--- src/rtl/regfile_wr_arb_2x.sv ---
// rtl/regfile_wr_arb_2x.sv - round-robin two-requester write arbiter for a 4x4 regfile
// Optional post-reset zeroing sequence enabled by defining REGFILE_WR_ARB_CLEAR_EN.
module regfile_wr_arb_2x (
    input  logic       clk,
    input  logic       rst,
    input  logic       req0_val,
    output logic       req0_rdy,
    input  logic [1:0] req0_addr,
    input  logic [3:0] req0_data,
    input  logic       req1_val,
    output logic       req1_rdy,
    input  logic [1:0] req1_addr,
    input  logic [3:0] req1_data,
    output logic       rf_wen,
    output logic [1:0] rf_waddr,
    output logic [3:0] rf_wdata,
    output logic       init_done
);

`ifdef REGFILE_WR_ARB_CLEAR_EN
    typedef enum logic {
        CLEAR = 1'b0,
        ARB   = 1'b1
    } state_t;

    state_t     state;
    logic [1:0] cnt;
    logic       in_arb;
    logic       clear_wen;

    assign in_arb    = (state == ARB);
    assign clear_wen = ~rst & ~in_arb;

    always_ff @(posedge clk or posedge rst) begin
        if (rst) begin
            state <= CLEAR;
            cnt   <= 2'd0;
        end else begin
            case (state)
                CLEAR: begin
                    cnt <= cnt + 2'd1;
                    if (cnt == 2'd3) begin
                        state <= ARB;
                    end
                end
                ARB: begin
                    cnt <= cnt;
                end
                default: begin
                    state <= CLEAR;
                    cnt   <= 2'd0;
                end
            endcase
        end
    end
`else
    logic in_arb;

    assign in_arb = 1'b1;
`endif

    logic pri;
    logic active;
    logic grant0;
    logic grant1;
    logic [1:0] arb_addr;
    logic [3:0] arb_data;

    // Grants are pure AND/OR of val so an X on val reaches rf_wen instead of being masked.
    assign active = ~rst & in_arb;
    assign grant0 = active & req0_val & (~req1_val | ~pri);
    assign grant1 = active & req1_val & (~req0_val | pri);

    assign arb_addr = ({2{grant0}} & req0_addr) | ({2{grant1}} & req1_addr);
    assign arb_data = ({4{grant0}} & req0_data) | ({4{grant1}} & req1_data);

    assign req0_rdy  = grant0;
    assign req1_rdy  = grant1;
    assign init_done = active;

`ifdef REGFILE_WR_ARB_CLEAR_EN
    assign rf_wen   = clear_wen | grant0 | grant1;
    assign rf_waddr = clear_wen ? cnt : arb_addr;
    assign rf_wdata = clear_wen ? 4'b0000 : arb_data;
`else
    assign rf_wen   = grant0 | grant1;
    assign rf_waddr = arb_addr;
    assign rf_wdata = arb_data;
`endif

    // The winner of a transfer hands priority to the other side; idle cycles keep it.
    always_ff @(posedge clk or posedge rst) begin
        if (rst) begin
            pri <= 1'b0;
        end else if (grant0) begin
            pri <= 1'b1;
        end else if (grant1) begin
            pri <= 1'b0;
        end
    end

endmodule

--- config.mk ---
export PLATFORM = sky130hd
export DESIGN_NAME = regfile_wr_arb_2x
export DESIGN_NICKNAME = d
export VERILOG_FILES = /design/src/rtl/regfile_wr_arb_2x.sv
export SDC_FILE = /design/constraint.sdc
export NUM_CORES = 1
export LEC_CHECK = 0
export ABC_AREA = 0
export CAP_MARGIN = 0
export CORE_AREA = 2 2 39 41
export DETAILED_ROUTE_END_ITERATION = 10
export DIE_AREA = 0 0 41 43
export DONT_BUFFER_PORTS = 1
export PLACE_DENSITY_LB_ADDON = 0.08
export SLEW_MARGIN = 20
export SYNTH_ARGS = -nofsm -noshare
export SYNTH_HDL_FRONTEND = slang
export SYNTH_SLANG_ARGS = --single-unit
export TNS_END_PERCENT = 100
--- constraint.sdc ---
create_clock -name clk -period 1.4 [get_ports clk]
set_clock_uncertainty 0.2 [all_clocks]
set_input_delay 0.28 -clock clk [delete_from_list [all_inputs] [get_ports clk]]
set_output_delay 0.28 -clock clk [all_outputs]
set_load 0.02 [all_outputs]
# Yosys cells after proc, flatten, opt, wreduce, memory -nomap -nowiden
# Index checks and enable logic that the tools add are counted.
[totals] reg_bits=1 input_bits=16 word_cells=21
[classes] muxes=2 bitwise_logic=17 n_reduce_logical=1
[ops] operator="AND 4 bit" count=2
[ops] operator="AND 1 bit" count=4
[ops] operator="AND 2 bit" count=2
[ops] operator="NOT 1 bit" count=4
[ops] operator="OR 4 bit" count=1
[ops] operator="OR 1 bit" count=3
[ops] operator="2-to-1 mux 1 bit" count=2
[ops] operator="OR 2 bit" count=1
[ops] operator="nonzero test 2 bit" count=1

# Depth between registers and ports, before layout
[logic_depth] depth_word=5 depth_mapped=3 depth_no_buf=2

# Least setup slack after synthesis
# OpenSTA, ideal clock, no wires.
[synth_path] path_kind="input port to output port" start="input port req0_val" end="output port rf_waddr[0]" arrival_ns=1.136 setup_slack_ns=-0.216 path_stages=3 n_path_buf=1 path_cell_list="nor2b_1 > buf_6 > o32ai_1"
[synth_between] elab_chain_len=5 elab_cells_between_ends=8 classes_between="8 x bitwise"
[synth_lines] item="start, declared" line_no="6" source="input logic req0_val,"
[synth_lines] item="NOT 1 bit" line_no="72" source="assign grant1 = active & req1_val & (~req0_val | pri);"
[synth_lines] item="OR 1 bit" line_no="72"
[synth_lines] item="AND 1 bit" line_no="72"
[synth_lines] item="AND 2 bit" line_no="74" source="assign arb_addr = ({2{grant0}} & req0_addr) | ({2{grant1}} & req1_addr);"
[synth_lines] item="OR 2 bit *" line_no="74"
[synth_lines] item="end, declared" line_no="15" source="output logic [1:0] rf_waddr,"
# Mark *: on every way between the ends. The rest lies on a longest branch, timed or not.

# Worst setup path in the final report
[layout_path] start="register pri" end="output port req0_rdy"
[layout_between] elab_chain_len=3
[layout_lines] item="start, declared" line_no="62" source="logic pri;"
[layout_lines] item="start signal, assigned" line_no="94" source="pri <= 1'b0;"
[layout_lines] item="start signal, assigned" line_no="96" source="pri <= 1'b1;"
[layout_lines] item="start signal, assigned" line_no="98" source="pri <= 1'b0;"
[layout_lines] item="NOT 1 bit" line_no="71" source="assign grant0 = active & req0_val & (~req1_val | ~pri);"
[layout_lines] item="OR 1 bit" line_no="71"
[layout_lines] item="AND 1 bit" line_no="71"
[layout_lines] item="end, declared" line_no="7" source="output logic req0_rdy,"
# No other way between the ends.

==> metrics.cfg <==
[setup_path]
start_kind = flip-flop
cp-end-kind = output port
rrSetupSlack_ns = 0.29
criticalPathCategory = flip-flop to output port
arrival_ns = 0.99
reg2regPathDepth = 3
worst-path-max-fanout = 7
crit_path_start = pri
cp.required_ns = 0.92
reg2reg_to = pri
cp-endpoint = req0_rdy
worst_r2r_startpoint = pri

[place]
routabilityCongestion = 0.515
io_buffers = 0
hpwl_um = 594
placed_area_um2 = 310

[synth]
yosys_warnings = 0
ys_ff_latch = 1
synth.most_common_cell = nand2b_1
synth_cell_types = 10
yosys-top-cells-count = nand2b_1, o32ai_1, nor2_1
avgSynthCellArea_um2 = 7.67
synth_cells = 31
yosysTopAreaCell = nand2b_1
synth_edf_count = 0
synth.yosys.seq_area_share_pct = 10.5
synth_fp_nets = 47
netlist_area_um2 = 238
ys.flop_type = dfrtp_1
synth_top_area_share_pct = 34.2
yosys-top-cells-area = nand2b_1, o32ai_1, dfrtp_1
async_flop_share_pct = 100

[floorplan]
placementRows = 14
die_w_um = 41
ios = 26
initial_core_util_pct = 17.2
die_h_um = 43
coreArea_um2 = 1380
fp.dieArea_um2 = 1760

[grt]
antenna_found_initial = 0
overflow = 0
grt_pass1_wl_mm = 1.24
grt_use_total_pct = 9.29
grt_pass1_vias = 283
grt_max_degree = 17

[clocking]
clk_latency_ns = 0
clk_pin_slew_ns = 0

[job]
cap_viol_max_count = 0

[layout]
reg.largest.list = pri: 1 flops
area_growth_pct = 72.1
top_register = pri
fillers = 151
largest_reg_flops = 1
multi_input_area_um2 = 302
final_area_um2 = 409
seq_area_um2 = 25.0
num_antenna_cells = 0
drive_above_1_share_pct = 40.0
finalNetCount = 53

[pwr]
power_density_nw_per_um2 = 555
vdd_drop_max_uv = 144
power.total_mw = 0.227
power_leakage_nw = 0.128

[sta]
final_max_slew_viol_count = 0
setup_ws_ns = -0.0681
min_period_ns = 1.47
rsz0062_at_grt = true
period_share_pct = 105
worst_pin_slew_ns = 0.502
hold_viol = 0
fmax_mhz = 681
slew_headroom_pct = 66.5
setup_viol = 7

[worst_hold_path]
hold_path_class = primary input to flip-flop
holdPathStages = 2

[status]
outcome = finished, violations left
violations = setup timing

[route]
wirelength_um = 766
wl_per_cell_um = 15.0
vias = 262
drc_errors = 0
antenna_left = 0
dr.pass1.iters = 2
drt_iter0_drc = 2
vias_per_cell = 5.14

[cell families after synthesis]
| logic type | share of synthesized area (%) |
|---|---|
| AO/OA/AOI/OAI | 33.7 |
| buffers and inverters | 12.6 |
| flip-flops | 10.5 |
| AND/OR/NAND/NOR | 43.2 |
[power by group]
group | switching (mW) | leakage [nW] | internal, mW | total [mW]
combinational | 0.104 | 0.116 | 0.0842 | 0.188
clock | 0 | 0 | 0 | 0
sequential | 0.00372 | 0.0121 | 0.0352 | 0.0389
total | 0.108 | 0.128 | 0.119 | 0.227
[layout make-up]
cell class / count / area share, %
multi-input cells: 26 / 73.7
repair buffers: 6 / 13.5
flip-flops and latches: 1 / 6.12
well taps: 16 / 4.89
inverters: 2 / 1.83
[how the worst min path moves through the flow]
stage / to / start / slack, ns
6_report: pri / req1_val / 0.33
5_1_grt: pri / req1_val / 0.36
4_1_cts: pri / req1_val / 0.33
3_5_place_dp: pri / rst / -0.1
3_3_place_gp: pri / rst / -0.10
2_1_floorplan: pri / rst / 0.002
[layout by cell type (no fill, tap or decap), drive strengths merged]
cell / count
nor2b: 1
nand2b: 13
buf: 5
dlygate4sd3: 1
nor2: 4
o32ai: 6
inv: 2
dfrtp: 1
a22o: 1
a21bo: 1
[timing repair]
action | 4_1_cts | 5_1_grt
endpoints found under the hold margin | 1 | 0
resized for setup | 6 | 5
endpoints found under the setup margin | 7 | 8
buffers inserted | 0 | 0
hold buffers | 1 | 0
pin swaps | 4 | 5
[worst max-delay path, stage by stage, from the launching register on]
cell,delay (ns)
dfrtp_1,0.36
buf_6,0.12
a21bo_4,0.28
nor2_4,0.10
buf_6,0.12
[stage by stage]
step                std cells  TNS, ns  hold WS (ns)  setup WS, ns  util (%)
floorplan                  31   -0.175       0.00169       -0.0288         -
global placement           50   -0.634        -0.102        -0.101      22.4
detailed placement         50   -0.665       -0.0982        -0.104      22.4
CTS                        51   -0.392         0.332       -0.0872      27.1
global route               51   -0.661         0.362        -0.103      29.6
finish                     51   -0.378         0.333       -0.0681      29.6
[layer usage]
layer	share of wire, %	vias to the layer above	GRT usage [%]
met3	8.6	0	1.57
met1	29	129	12.0
met4	0	0	0
li1	-	120	-
met5	0	-	0
met2	63	13	16.3
Power figures use the tool's default switching activity.
